### config.mk
export PLATFORM = sky130hd
export DESIGN_NAME = score_display_scan
export DESIGN_NICKNAME = d
export VERILOG_FILES = /design/src/rtl/score_display_scan.sv
export SDC_FILE = /design/constraint.sdc
export NUM_CORES = 1
export LEC_CHECK = 0
export CAP_MARGIN = 20
export CORE_MARGIN = 2
export CORE_UTILIZATION = 50
export CTS_CLUSTER_SIZE = 30
export DETAILED_ROUTE_END_ITERATION = 10
export GPL_ROUTABILITY_DRIVEN = 0
export GPL_TIMING_DRIVEN = 0
export PLACE_DENSITY = 0.7
export SKIP_CTS_REPAIR_TIMING = 1
export SLEW_MARGIN = 5
export SYNTH_ARGS = -nofsm -noshare
export SYNTH_HDL_FRONTEND = slang
export SYNTH_SLANG_ARGS = --single-unit
### constraint.sdc
create_clock -name clk -period 4.55 [get_ports clk]
set_clock_uncertainty 0.2 [all_clocks]
set_input_delay 0.91 -clock clk [delete_from_list [all_inputs] [get_ports clk]]
set_output_delay 0.91 -clock clk [all_outputs]
set_load 0.02 [all_outputs]
### src/rtl/score_display_scan.sv
// Scans six score BCD digits onto a 4-digit multiplexed 7-seg display.
// Ports: clk, reset (async high), game_over, score1..3, high_score1..3 in;
//   an[3:0] (active-low digit enables), seg[7:0] (active-low dp,g..a) out.
module score_display_scan #(
  parameter int SCAN_DIV   = 50000,
  parameter int ALT_PERIOD = 200
) (
  input  logic       clk,
  input  logic       reset,
  input  logic       game_over,
  input  logic [3:0] score1,
  input  logic [3:0] score2,
  input  logic [3:0] score3,
  input  logic [3:0] high_score1,
  input  logic [3:0] high_score2,
  input  logic [3:0] high_score3,
  output logic [3:0] an,
  output logic [7:0] seg
);

  localparam int PW = (SCAN_DIV > 2) ? $clog2(SCAN_DIV) : 1;
  localparam int FW = (ALT_PERIOD > 2) ? $clog2(ALT_PERIOD) : 1;

  typedef enum logic {
    SHOW_SCORE = 1'b0,
    SHOW_HIGH  = 1'b1
  } mode_t;

  logic [PW-1:0] r_presc;
  logic [1:0]    r_idx;
  logic [FW-1:0] r_cnt;
  mode_t         r_mode;
  mode_t         r_snap_mode;
  logic [3:0]    r_u;
  logic [3:0]    r_t;
  logic [3:0]    r_h;

  logic          w_tick;
  logic          w_frame;
  logic [FW-1:0] w_cnt_nxt;
  mode_t         w_mode_nxt;
  logic [7:0]    w_seg;

  function automatic logic [7:0] f_seg(input logic [3:0] d);
    logic [7:0] s;
    case (d)
      4'd0:    s = 8'hC0;
      4'd1:    s = 8'hF9;
      4'd2:    s = 8'hA4;
      4'd3:    s = 8'hB0;
      4'd4:    s = 8'h99;
      4'd5:    s = 8'h92;
      4'd6:    s = 8'h82;
      4'd7:    s = 8'hF8;
      4'd8:    s = 8'h80;
      4'd9:    s = 8'h90;
      default: s = 8'hBF;
    endcase
    return s;
  endfunction

  assign w_tick  = (r_presc == PW'(SCAN_DIV - 1));
  assign w_frame = w_tick && (r_idx == 2'd3);

  always_ff @(posedge clk or posedge reset) begin
    if (reset) begin
      r_presc <= '0;
      r_idx   <= '0;
    end else begin
      r_presc <= w_tick ? '0 : r_presc + PW'(1);
      if (w_tick)
        r_idx <= r_idx + 2'd1;
    end
  end

  // Mode for the next cycle; at a frame boundary this is also
  // the mode the new frame is rendered in.
  always_comb begin
    w_mode_nxt = r_mode;
    w_cnt_nxt  = r_cnt;
    if (!game_over) begin
      w_mode_nxt = SHOW_SCORE;
      w_cnt_nxt  = '0;
    end else if (w_frame) begin
      if (r_cnt == FW'(ALT_PERIOD - 1)) begin
        w_cnt_nxt  = '0;
        w_mode_nxt = (r_mode == SHOW_SCORE) ? SHOW_HIGH : SHOW_SCORE;
      end else begin
        w_cnt_nxt = r_cnt + FW'(1);
      end
    end
  end

  always_ff @(posedge clk or posedge reset) begin
    if (reset) begin
      r_cnt  <= '0;
      r_mode <= SHOW_SCORE;
    end else begin
      r_cnt  <= w_cnt_nxt;
      r_mode <= w_mode_nxt;
    end
  end

  // Snapshot once per frame so a changing score never tears.
  always_ff @(posedge clk or posedge reset) begin
    if (reset) begin
      r_snap_mode <= SHOW_SCORE;
      r_u         <= '0;
      r_t         <= '0;
      r_h         <= '0;
    end else if (w_frame) begin
      r_snap_mode <= w_mode_nxt;
      if (w_mode_nxt == SHOW_SCORE) begin
        r_u <= score1;
        r_t <= score2;
        r_h <= score3;
      end else begin
        r_u <= high_score1;
        r_t <= high_score2;
        r_h <= high_score3;
      end
    end
  end

  // Blanking is judged on raw values, so a hundreds of 10 still shows.
  always_comb begin
    w_seg = 8'hFF;
    case (r_idx)
      2'd0: w_seg = f_seg(r_u);
      2'd1: if (!(r_h == 4'd0 && r_t == 4'd0)) w_seg = f_seg(r_t);
      2'd2: if (r_h != 4'd0) w_seg = f_seg(r_h);
      default: if (r_snap_mode == SHOW_HIGH) w_seg = 8'h89;
    endcase
  end

  always_ff @(posedge clk or posedge reset) begin
    if (reset) begin
      an  <= 4'b1111;
      seg <= 8'hFF;
    end else begin
      an  <= ~(4'b0001 << r_idx);
      seg <= w_seg;
    end
  end

endmodule

==> results.txt, run 1 <==
leakage power = 1.718 nW
Commonest cells post-synth = dfrtp_1 (40), nand2_1 (29), nor2_1 (27)
Area contributors post-synth = dfrtp_1 (33%), dfstp_2 (9.4%), ha_1 (9.4%)
asr flop ratio synth = 100.0%
Clock H-tree levels = 2
warnings from Yosys = 0
initial drt markers = 100
max cap viols = 0
Hold Path Cell Cnt = 1
drt wl/cell = 14.02 um
Fillers = 509
Syn Inst Count = 331
CTS tree = yes
Buf/Inv on CP = 1
Crit Reg-Reg Endpoint = r_u[2]$_DFFE_PP0P_
port buffer count = 37
final worst setup slack = 2012 ps
RSZ-0062 raised after global routing = no
fin crit share = 55.78%
GRT met3 Usage = 3.587%
Synth top area share = 32.63%
Clock Latency Late Sink = 310 ps
HP Class = register to register
Area Overhead vs Synth = 19.05%
FP Rows = 28
Pins Over Slew Limit = 0
Highest Clock Rate = 394.0 MHz
leading area contributor after synthesis = dfrtp_1
die area = 6778 um2
Netlist Area Pre-Place = 3068 um2
Worst Hold End = r_presc[0]$_DFF_PP0_
GR Util met2 = 35.89%
Max VDD drop = 159.9 uV
first drt pass iteration count = 4
Vert. Die Dim = 82.33 um
WP data arrival = 1430 ps
# DRC = 0
GRT Resource Usage Total = 20.65%
Final Hold Vio Count = 0
min cycle time layout = 2538 ps
first-pass GRT wire length = 10,590 um
status = finished, final reports clean
DIE WIDTH = 82.33 um
Vias = 2,444
flop and latch count out of synthesis = 51
setup slack after placement = 1840 ps
worst-path maximum fanout = 1
Longest Clk Path Bufs = 2
TNS Setup = 0 ps
Layout Utilization = 61.69%
data required time of the critical path = 3440 ps
Reg2Reg Depth = 7
Rel. slew slack = 66.90%
Core ar. = 5921 um2
Tightest Pin Transition = 492.8 ps
worst-path cell chain = clkdlybuf4s50_1
crit path launch type = register
Crit path max-delay family = buffers and inverters
Initial Util = 51.82%
Mean Syn Cell Area = 9.269 um2
Slowest-stage cell, CP = clkdlybuf4s50_1
ys flop type = dfrtp_1
cts bufs inserted = 5
GR peak layer = met2
clk slew on worst S/H paths = 90 ps
met1 Use GR = 26.27%
Reg-to-Reg Start = r_cnt[0]$_DFFE_PP0P_
antenna viol nets, final = 0
Final HPWL DP = 4830 um
Max stage delay on crit path = 590 ps
Nets = 426
vias in the first global route = 2,309
Hold Crit Start = r_presc[0]$_DFF_PP0_
# diodes = 0
FF-to-FF setup slack = 2210 ps
Post-synth EDFFs = 0
final setup violation count = 0
Via density = 5.407
Seq/Total Area, Yosys = 42.05%
syn nets = 381
num ports = 39
CP endpoint kind = primary output
GRT overflow = 0
number of unique standard cell types used by synthesis = 48
final wirelength = 6339 um
top-count cell post-synth = dfrtp_1
initial antenna violation count = 0
total power = 0.7868 mW
largest net degree at the start of global routing = 38
# clock sinks = 51
CP startpoint = seg[3]$_DFF_PP1_
pwr dens = 215.4 nW/um2
worst-case hold slack = 292.1 ps
CP Class = register to primary output
clk root buf = clkbuf_8
ratio of cells with drive above 1 in the final layout = 7.958%
-- per-layer routing --
layer	vias to the layer above	wire length (um)
li1	1230	-
met1	1165	2907
met2	39	3133
met3	10	207
met4	0	91
met5	-	0
-- cells in the final DEF (no fill, tap or decap), drive strengths merged, types with 6 or more instances in the layout --
cell type      netlist  final
clkbuf              10     18
nand2               30     30
nand3               16     16
a21oi               20     20
nor2                28     28
o21ai               33     33
xor2                10     10
clkdlybuf4s50        0     37
xnor2                8      8
mux2i               13     13
ha                  23     23
dfrtp               40     40
inv                 21     21
nor2b                6      6
dfstp               11     11
a31oi                8      8
-- layout make-up --
cell class / instances / area (um2) / share of cell area, %
Multi-Input combinational cell: 245 / 1639 / 44.88
Sequential cell: 51 / 1290 / 35.32
Timing Repair Buffer: 38 / 390.4 / 10.69
Clock buffer: 8 / 100.1 / 2.741
Tap cell: 75 / 93.84 / 2.569
Inverter: 22 / 82.58 / 2.261
Buffer: 13 / 56.30 / 1.542
-- flip-flops by register name, summed over array words and instances, names as in the netlist --
name and flops:
r_mode 1, seg 7, r_idx 2, r_snap_mode 1, an 4, r_u 4
r_presc 16, r_h 4, r_t 4, r_cnt 8
-- report_power, final --
part / switching [mW] / leakage, nW / internal, mW / total, mW
sequential: 0.00129 / 0.591 / 0.455 / 0.456
clock: 0.147 / 0.0515 / 0.139 / 0.286
combinational: 0.0181 / 1.08 / 0.0262 / 0.0443
total: 0.167 / 1.72 / 0.620 / 0.787
-- metrics by stage --
step	cells	instance area [um2]
4_1_cts	452	3652
3_3_place_gp	443	3532
6_report	452	3652
5_1_grt	452	3652
2_1_floorplan	331	3068
3_5_place_dp	444	3552
-- logic make-up (layout without fill, tap and decap cells) --
kind of cell               after synthesis  after routing  synth area share [%]
AOI/OAI and AO/OA                       74             74                 13.83
xor gates and xnor gates                18             18                 5.139
adders and majority gates               23             23                 9.380
buffers and inverters                   35             81                 4.527
DFF                                     51             51                 42.05
muxes                                   14             14                 4.608
other                                    1              1                0.1222
and+or+nand+nor                        115            115                 20.35
-- how the worst max path moves through the flow --
stage,to,slack (ps),depth (start not counted)
3_3_place_gp,r_u[0]$_DFFE_PP0P_,1240,2
4_1_cts,seg[3],2000,1
5_1_grt,seg[6],1960,1
3_5_place_dp,r_cnt[6]$_DFFE_PP0P_,1840,5
6_report,seg[3],2010,1
2_1_floorplan,r_cnt[0]$_DFFE_PP0P_,2230,1
(Power assumes the default switching activity.)
==> run 2: changes to the inputs <==
- PLACE_DENSITY: 0.7 -> 0.73
- clock period: 4.55 -> 2.3 ns (I/O delays scaled with it)
==> run 2 against run 1 <==
Effect of this change:
- cell area is 0.69% higher
- via count is 1.9% higher
- sequential share of layout area down 0.24 points
- power grew 90%
- largest cell class unchanged
- worst setup slack got worse by 1900 ps
==> results.txt, run 2 (synthesis results as in run 1) <==
status = finished, final reports clean
Buf/Inv on CP = 1
clk root buf = clkbuf_8
# diodes = 0
placed instance area = 3552 um2
WP data arrival = 2160 ps
cts bufs inserted = 5
final cell count without fillers = 454
Longest Clk Path Bufs = 2
num ports = 39
HP Class = register to register
Area Overhead vs Synth = 19.86%
commonest non-fill, non-tap cell in the layout = dfrtp_1
Final Hold Vio Count = 0
Rel. slew slack = 65.90%
Highest Clock Rate = 459.9 MHz
first-pass GRT wire length = 11,390 um
FP Rows = 28
commonest non-fill, non-tap cells in the layout = dfrtp_1 (40), clkdlybuf4s50_1 (37), nand2_1 (29), nor2_1 (27)
Final HPWL DP = 5022 um
min cycle time layout = 2174 ps
fin crit share = 94.53%
Vert. Die Dim = 82.33 um
largest net degree at the start of global routing = 30
fin area = 3677 um2
GRT overflow = 0
antenna viol nets, final = 0
Initial Util = 51.82%
Core ar. = 5921 um2
leakage power = 1.723 nW
largest registers = r_presc x16, r_cnt x8, seg x7
Inst Count DP = 444
final wirelength = 6764 um
crit path launch type = register
Clock H-tree levels = 2
vias in the first global route = 2,457
TNS Setup = 0 ps
Pins Over Slew Limit = 0
first drt pass iteration count = 4
initial drt markers = 116
RSZ-0062 raised after global routing = no
total power = 1.496 mW
# DRC = 0
Max stage delay on crit path = 420 ps
pwr dens = 406.9 nW/um2
max cap viols = 0
CTS tree = yes
ratio of cells with drive above 1 in the final layout = 8.443%
Via density = 5.487
data required time of the critical path = 2280 ps
Nets = 428
initial antenna violation count = 0
Crit path max-delay family = simple AND/OR/NAND/NOR gates
drt wl/cell = 14.90 um
DIE WIDTH = 82.33 um
Clock Latency Late Sink = 310 ps
worst-path maximum fanout = 10
Slowest-stage cell, CP = dfrtp_1
Vias = 2,491
Tightest Pin Transition = 510.8 ps
Largest Register = r_presc
# clock sinks = 51
final setup violation count = 0
worst-path cell chain = ha_1, and4b_1, and3_1, o21ai_4, buf_8, mux2i_1, o21ai_1
GRT Resource Usage Total = 21.89%
Max VDD drop = 260.0 uV
die area = 6778 um2
port buffer count = 37
Largest register FFs = 16
CP endpoint kind = register
CP Class = register to register
clk slew on worst S/H paths = 90 ps
run 2: where the power goes:
group | switching, mW | internal, mW | total [mW]
Combinational | 0.0370 | 0.0519 | 0.0890
Clock | 0.288 | 0.217 | 0.505
Sequential | 0.00277 | 0.900 | 0.902
Total | 0.328 | 1.17 | 1.50
run 2: layer usage:
layer	GRT usage, %	wire length [um]
met2	38.55	3449
met5	0	0
met3	4.130	227
met4	5.333	76
met1	27.63	3011
run 2: per-stage QoR:
step	util (%)	hold WS (ps)	setup WS, ps
4_1_cts	61.35	299.9	-47.23
3_3_place_gp	59.66	274.2	-530.2
6_report	62.11	292.6	125.7
5_1_grt	62.11	326.3	14.33
2_1_floorplan	-	242.4	287.1
3_5_place_dp	60.00	287.6	-16.94
run 2: cell type report:
| class | count | area [um2] |
|---|---|---|
| Inverter | 22 | 82.58 |
| Multi-Input combinational cell | 245 | 1660 |
| Tap cell | 75 | 93.84 |
| Timing Repair Buffer | 40 | 405.4 |
| Sequential cell | 51 | 1290 |
| Fill cell | 524 | 2243 |
| Clock buffer | 8 | 80.08 |
| Buffer | 13 | 65.06 |
run 2: path summary, 6_finish.rpt:
kind                                       from                    to  slack (ps)  depth (start not counted)
min in group asynchronous                 reset  r_cnt[6]$_DFFE_PP0P_         310                          2
hold reg to reg            r_presc[0]$_DFF_PP0_  r_presc[0]$_DFF_PP0_         290                          1
max in group asynchronous                 reset       an[3]$_DFF_PP1_        1000                          3
setup / recovery           r_cnt[0]$_DFFE_PP0P_    r_h[1]$_DFFE_PP0P_         130                          7
setup reg to reg           r_cnt[0]$_DFFE_PP0P_    r_h[1]$_DFFE_PP0P_         130                          7
hold / removal             r_presc[0]$_DFF_PP0_  r_presc[0]$_DFF_PP0_         290                          1
run 2: worst reg2reg max path: cells and delay by family (launching register included):
kind / cells / cell delay (ps)
buffers and inverters: 1 / 190
adders and majority gates: 1 / 260
and+or+nand+nor: 2 / 440
DFF: 1 / 420
muxes: 1 / 270
AOI/OAI and AO/OA: 2 / 270
==> run 3: changes to the inputs <==
- ABC_AREA: unset -> 0
==> results of run 3 <==
No change in the layout: final DEF, timing and power equal those of run 2.
